<file path="src/rtl/md_pkg.sv">
// Shared op codes, default latencies and FSM encodings for the MD issue controller.
package md_pkg;

   localparam logic [2:0] MD_MULT  = 3'b000;
   localparam logic [2:0] MD_MULTU = 3'b001;
   localparam logic [2:0] MD_DIV   = 3'b010;
   localparam logic [2:0] MD_DIVU  = 3'b011;
   localparam logic [2:0] MD_MTHI  = 3'b100;
   localparam logic [2:0] MD_MTLO  = 3'b101;
   localparam logic [2:0] MD_MFHI  = 3'b110;
   localparam logic [2:0] MD_MFLO  = 3'b111;

   localparam int MD_MULT_LAT = 5;
   localparam int MD_DIV_LAT  = 10;
   localparam int MD_CNT_W    = 4;

   typedef enum logic [1:0] {
      ST_IDLE  = 2'd0,
      ST_ISSUE = 2'd1,
      ST_BUSY  = 2'd2
   } md_state_e;

   // MULT/MULTU/DIV/DIVU are the ops that start the unit.
   function automatic logic md_is_start(input logic [2:0] op);
      return (op[2] == 1'b0);
   endfunction

   function automatic logic md_is_mt(input logic [2:0] op);
      return (op[2:1] == 2'b10);
   endfunction

endpackage

</file>
<file path="src/rtl/md_lat_counter.sv">
// Latency down-counter mirroring the MD unit; saturates at zero.
module md_lat_counter #(
   parameter int CNT_W = 4
) (
   input  logic             clk,
   input  logic             reset,
   input  logic             load,
   input  logic [CNT_W-1:0] load_val,
   input  logic             hold,
   input  logic             clear,
   output logic             zero
);

   logic [CNT_W-1:0] cnt_reg;

   always_ff @(posedge clk) begin
      if (!reset) begin
         cnt_reg <= '0;
      end else if (clear) begin
         cnt_reg <= '0;
      end else if (!hold) begin
         if (load) begin
            cnt_reg <= load_val;
         end else if (cnt_reg != '0) begin
            cnt_reg <= cnt_reg - 1'b1;
         end
      end
   end

   assign zero = (cnt_reg == '0);

endmodule

</file>
<file path="src/rtl/md_issue_ctrl.sv">
// Decodes MD ops in D, issues start/op/enable to the HI/LO unit from E, stalls D while a
// result is pending and requests HI/LO rollback when a flush hits an MD op in M.
module md_issue_ctrl
   import md_pkg::*;
#(
   parameter int MULT_LAT = MD_MULT_LAT,
   parameter int DIV_LAT  = MD_DIV_LAT,
   parameter int CNT_W    = MD_CNT_W
) (
   input  logic       clk,
   input  logic       reset,
   input  logic       d_md_valid,
   input  logic [2:0] d_md_op,
   input  logic       pipe_freeze,
   input  logic       pipe_flush,
   input  logic       md_busy,
   output logic       stall_d,
   output logic       md_start,
   output logic [2:0] md_ctr,
   output logic       md_en,
   output logic       md_lock,
   output logic       rollback,
   output logic       md_err
);

   md_state_e  state_reg;
   logic       start_reg;
   logic       en_reg;
   logic       en_m_reg;
   logic       rollback_reg;
   logic       err_reg;
   logic [2:0] ctr_reg;

   logic             cnt_zero;
   logic             accept;
   logic             accept_start;
   logic             accept_mt;
   logic             cancel;
   logic [CNT_W-1:0] load_val;

   // No bypass: an op waiting in D goes on the edge after cnt==0 is visible.
   assign stall_d      = d_md_valid & (!cnt_zero | (state_reg == ST_ISSUE));
   assign accept       = d_md_valid & !stall_d & !pipe_freeze & !pipe_flush;
   assign accept_start = accept & md_is_start(d_md_op);
   assign accept_mt    = accept & md_is_mt(d_md_op);
   assign cancel       = pipe_flush & en_m_reg & !pipe_freeze;
   assign load_val     = d_md_op[1] ? CNT_W'(DIV_LAT) : CNT_W'(MULT_LAT);

   md_lat_counter #(
      .CNT_W (CNT_W)
   ) u_cnt (
      .clk      (clk),
      .reset    (reset),
      .load     (accept_start),
      .load_val (load_val),
      .hold     (pipe_freeze),
      .clear    (cancel),
      .zero     (cnt_zero)
   );

   always_ff @(posedge clk) begin
      if (!reset) begin
         state_reg    <= ST_IDLE;
         start_reg    <= 1'b0;
         en_reg       <= 1'b0;
         en_m_reg     <= 1'b0;
         rollback_reg <= 1'b0;
         err_reg      <= 1'b0;
         ctr_reg      <= 3'b000;
      end else begin
         if (!pipe_freeze) begin
            start_reg    <= accept_start;
            en_reg       <= accept_start | accept_mt;
            en_m_reg     <= en_reg;
            rollback_reg <= cancel;
            if (accept_start | accept_mt) begin
               ctr_reg <= d_md_op;
            end
            if (cancel) begin
               state_reg <= ST_IDLE;
            end else if (accept_start) begin
               state_reg <= ST_ISSUE;
            end else begin
               case (state_reg)
                  ST_ISSUE: state_reg <= ST_BUSY;
                  ST_BUSY:  if (cnt_zero) state_reg <= ST_IDLE;
                  default:  state_reg <= ST_IDLE;
               endcase
            end
         end
         // Busy lags start by one cycle, so ISSUE is exempt from the mismatch check.
         if (md_busy & cnt_zero & (state_reg != ST_ISSUE) & !pipe_freeze) begin
            err_reg <= 1'b1;
         end
      end
   end

   assign md_start = start_reg;
   assign md_en    = en_reg;
   assign md_ctr   = ctr_reg;
   assign rollback = rollback_reg;
   assign md_err   = err_reg;
   assign md_lock  = pipe_freeze;

endmodule

</file>
<file path="config.mk">
export PLATFORM = sky130hd
export DESIGN_NAME = md_issue_ctrl
export DESIGN_NICKNAME = d
export VERILOG_FILES = /design/src/rtl/md_pkg.sv /design/src/rtl/md_lat_counter.sv /design/src/rtl/md_issue_ctrl.sv
export SDC_FILE = /design/constraint.sdc
export NUM_CORES = 1
export LEC_CHECK = 0
export ABC_CLOCK_PERIOD_IN_PS = 1400
export CAP_MARGIN = 25
export CORE_MARGIN = 2
export CORE_UTILIZATION = 39
export CTS_CLUSTER_DIAMETER = 40
export DETAILED_ROUTE_END_ITERATION = 12
export GPL_TIMING_DRIVEN = 1
export PLACE_DENSITY_LB_ADDON = 0.3
export SETUP_SLACK_MARGIN = 0.3
export SYNTH_ARGS = -nofsm -noshare
export SYNTH_HDL_FRONTEND = slang
export SYNTH_SLANG_ARGS = --single-unit
</file>
<file path="constraint.sdc">
create_clock -name clk -period 1.4 [get_ports clk]
set_input_delay 0.28 -clock clk [delete_from_list [all_inputs] [get_ports clk]]
set_output_delay 0.28 -clock clk [all_outputs]
set_load 0.03 [all_outputs]
</file>
# Word-level counts from Yosys, hierarchy flattened
# Index checks and enable logic that the tools add are counted.
# totals
output_inout_bits	9
ff_bits	14
word_cells	48
# op_classes
mux	7
bitwise	16
n_reduce_logical	11
n_eq_ne	5
add_sub_neg	1
# ops
operator	count
$mux W4	3
$and A1 B1 Y1	11
$mux W2	3
$reduce_and A2 Y1	3
$eq A2 B2 Y1 const B	2
$logic_not A1 Y1	4
$logic_not A4 Y1	1
$ne A4 B4 Y1 const B	1
$pmux W2 S2	1
$reduce_bool A4 Y1	1
$sub A4 B1 Y4 const B	1
$not A1 Y1	3
$eq A2 B1 Y1 const B	1
$ne A2 B1 Y1 const B	1
$or A1 B1 Y1	2
$reduce_bool A2 Y1	1
$reduce_or A2 Y1	1

# Logic depth before layout (Yosys ltp)
# depth
depth_word	11
mapped_depth	6

# By module
# From an unflattened synthesis, not the netlist that was laid out.
# hier_totals
hier_cells	81
hier_area_um2	760.7
# modules_own_cells
mod	cells_each	seq_area_each_um2	area_per_inst_um2	instances
md_issue_ctrl	48	200.2	471.7	1
md_lat_counter	33	80.1	289.0	1

# Worst setup path after synthesis
# OpenSTA, ideal clock, no wires.
# synth_path
path_type	register to output
startpoint	reg u_cnt.cnt_reg[0]
endpoint	out stall_d
t_arrival_ns	1.506
setup_slack_ns	-0.386
required_ns	1.120
stages_incl_launch_ff	5
n_path_buf	0
path_cell_list	dfxtp_1 > inv_1 > ha_1 > nor3b_2 > a21boi_0
# synth_via
elab_chain_len	4
# synth_rtl
item	line	source
start, declared	md_lat_counter.sv:14	logic [CNT_W-1:0] cnt_reg;
start signal, assigned	md_lat_counter.sv:23	cnt_reg <= load_val;
start signal, assigned	md_lat_counter.sv:25	cnt_reg <= cnt_reg - 1'b1;
$logic_not A4 Y1	md_lat_counter.sv:30	assign zero = (cnt_reg == '0);
$logic_not A1 Y1	md_issue_ctrl.sv:42	assign stall_d = d_md_valid & (!cnt_zero | (state_reg == ST_ISSUE));
$or A1 B1 Y1	md_issue_ctrl.sv:42	
$and A1 B1 Y1	md_issue_ctrl.sv:42	
end, declared	md_issue_ctrl.sv:17	output logic stall_d,
# Every way passes these cells.

# Worst setup path in the final report
# Same ends and word-level chain as after synthesis.

==> flow_summary.json <==
{
  "cts.path.max_buffers": 2,
  "worst_slack_ns": -0.151,
  "cts_tree": "done",
  "endpoint_kind": "output port",
  "hold_depth": 4,
  "skew_ns": 0.00286,
  "overflow": 0,
  "ir_worst_vdd_mv": 0.791,
  "synth.avg_cell_area_um2": 9.49,
  "dieHeight_um": 46.7,
  "grt_pass1_wl_um": 2510,
  "place_congestion": 0.755,
  "syn-num-nets": 86,
  "nets": 121,
  "yosys.area.top_type_share_pct": 39.4,
  "regArea_um2": 287,
  "largest_reg_flops": 4,
  "grt_setup_unrepaired": "yes",
  "fillers": 159,
  "die_area_um2": 2180,
  "yosys_warnings": 0,
  "cp_max_fo": 2,
  "hpwl_um": 1160,
  "period_needed_ns": 1.55,
  "syn_to_final_growth_pct": 55.4,
  "drt_wl_total_um": 1520,
  "max_stage_delay_ns": 0.33,
  "pin_count": 18,
  "power_leakage_nw": 0.485,
  "vias": 654,
  "synth-seq-area-share_pct": 39.4,
  "grt_max_degree": 14,
  "drt_iter0_drc": 8,
  "top_usage_layer": "met2",
  "critical_path.slowest_cell": "dfxtp_2",
  "syn_area_um2": 712,
  "crit_type": "reg -> out",
  "use_met2_pct": 26.9,
  "use_met1_pct": 20.8,
  "cap_violations": 0,
  "hold_class": "in -> reg",
  "rr_worst_depth": 7,
  "p_per_area_nw_per_um2": 1520,
  "yosysUniqueCellTypes": 32,
  "path_clk_slew_ns": 0.08,
  "std_cell_rows": 15,
  "drive_gt1_share_pct": 47.7,
  "crit_chain": "inv_2 > ha_4 > nor3b_4 > a21boi_4 > buf_6",
  "synth_area_leaders": "dfxtp_1 (39%), a21boi_0 (5.3%), mux2i_1 (4.2%)",
  "core_um2": 1730,
  "slew_violations": 0,
  "final_cell_mix": "buf_4 (19), dfxtp_1 (9), nand2_1 (7), clkdlybuf4s50_1 (7), buf_6 (7)",
  "synthFlopType": "dfxtp_1",
  "ant_nets": 0,
  "track_usage_pct": 16.6,
  "dr.pass1.iters": 4,
  "async_flop_share_pct": 0,
  "tightest_slew_ns": 0.369,
  "cts_max_level": 1,
  "crit_required_ns": 1.12,
  "start_util_pct": 41.2,
  "max_freq_ghz": 0.645,
  "route.detailed.drc": 0,
  "slew_headroom_pct": 75.4,
  "synth_cells": 75,
  "min_period_over_period_pct": 111,
  "cts-root-buf": "clkbuf_4",
  "cts-hold-fix-buffers": 0,
  "multi_input_area_um2": 440,
  "violations": "setup timing",
  "wl_per_cell_um": 11.4,
  "placed_cells": 123,
  "synth_edf_count": 0,
  "setup_viol_count_final": 9,
  "cts_made_buffers": 3,
  "clock-sinks": 14,
  "synth_top_area_cell": "dfxtp_1",
  "final_common_cell": "buf_4",
  "hold_viol": 0,
  "start_kind": "flop",
  "fin_util_pct": 64.1,
  "synth_seq_cells": 14,
  "antennaDiodeCount": 0,
  "viasPerCell": 4.88,
  "outcome": "finished with violations",
  "finalNonFillerCells": 134,
  "antenna_found_initial": 0,
  "die_x_um": 46.7,
  "worstPathArrival_ns": 1.27,
  "grt_pass1_vias": 588,
  "portBuffers": 17,
  "use_met3_pct": 2.35,
  "clkLatencyLatePin_ns": 0.28
}
[stage by stage]
step	hold slack, ns	instance area, um2	TNS [ns]	total power [mW]	worst slack [ns]
global placement	0.444	986	-1.63	1.25	-0.218
finish	0.451	1110	-0.446	1.68	-0.151
floorplan	0.446	744	0	0.983	0.120
global route	0.485	1110	-1.26	1.80	-0.206
CTS	0.454	1050	-0.430	1.67	-0.185
detailed placement	0.444	986	-1.91	1.26	-0.243
[worst max-delay path, delay by kind of cell (launching register included)]
family	cells	cell delay, ns
DFF	1	0.33
and+or+nand+nor	1	0.24
buffers and inverters	2	0.21
adders and majority gates	1	0.13
AOI/OAI and AO/OA	1	0.08
[per-layer routing]
layer,wire [um],up-vias,share of wire (%)
met4,31,0,2.0
li1,-,334,-
met1,671,306,44
met2,769,10,51
met3,49,4,3.2
met5,0,-,0
[final timing paths]
check | endpoint | slack [ns] | from
worst max register to register | u_cnt.cnt_reg[0] | -0.12 | u_cnt.cnt_reg[1]
worst max-delay path | stall_d | -0.15 | u_cnt.cnt_reg[0]
worst min register to register | md_ctr[1] | 0.46 | md_ctr[1]
worst min-delay path | md_en | 0.45 | pipe_freeze
[cells in the mapped netlist, types with 2 or more instances]
library cell,number
nor2_1,4
a21oi_1,4
mux2i_1,3
buf_4,2
inv_1,4
dfxtp_1,14
ha_1,2
nand2_1,7
nand2b_1,2
a21boi_0,5
o211ai_1,2
o21ai_0,4
o21a_1,2
nor2b_1,2
[layout make-up]
cell class / count / area share (%)
inverter: 4 / 1.36
timing repair buffer: 34 / 26.8
clock buffer: 4 / 3.28
tap: 25 / 2.83
sequential: 14 / 25.9
multi-input combinational: 53 / 39.8
[cell families after synthesis]
kind of cell / share of synthesized area [%]
and+or+nand+nor: 26.9
AOI/OAI and AO/OA: 19.7
adders and majority gates: 3.51
muxes: 4.22
DFF: 39.4
buffers and inverters: 6.33
[power by group]
part	leakage [nW]	total (mW)	switching [mW]	internal (mW)
Combinational	0.348	0.864	0.381	0.483
Clock	0.0210	0.290	0.132	0.158
Sequential	0.116	0.529	0.0632	0.465
Total	0.485	1.68	0.576	1.11
[timing repair]
item | CTS | global route
pin swaps | 9 | 2
resized for setup | 50 | 18
setup endpoints to repair | 23 | 20
setup buffers | 4 | 3
Power figures use the tool's default switching activity.
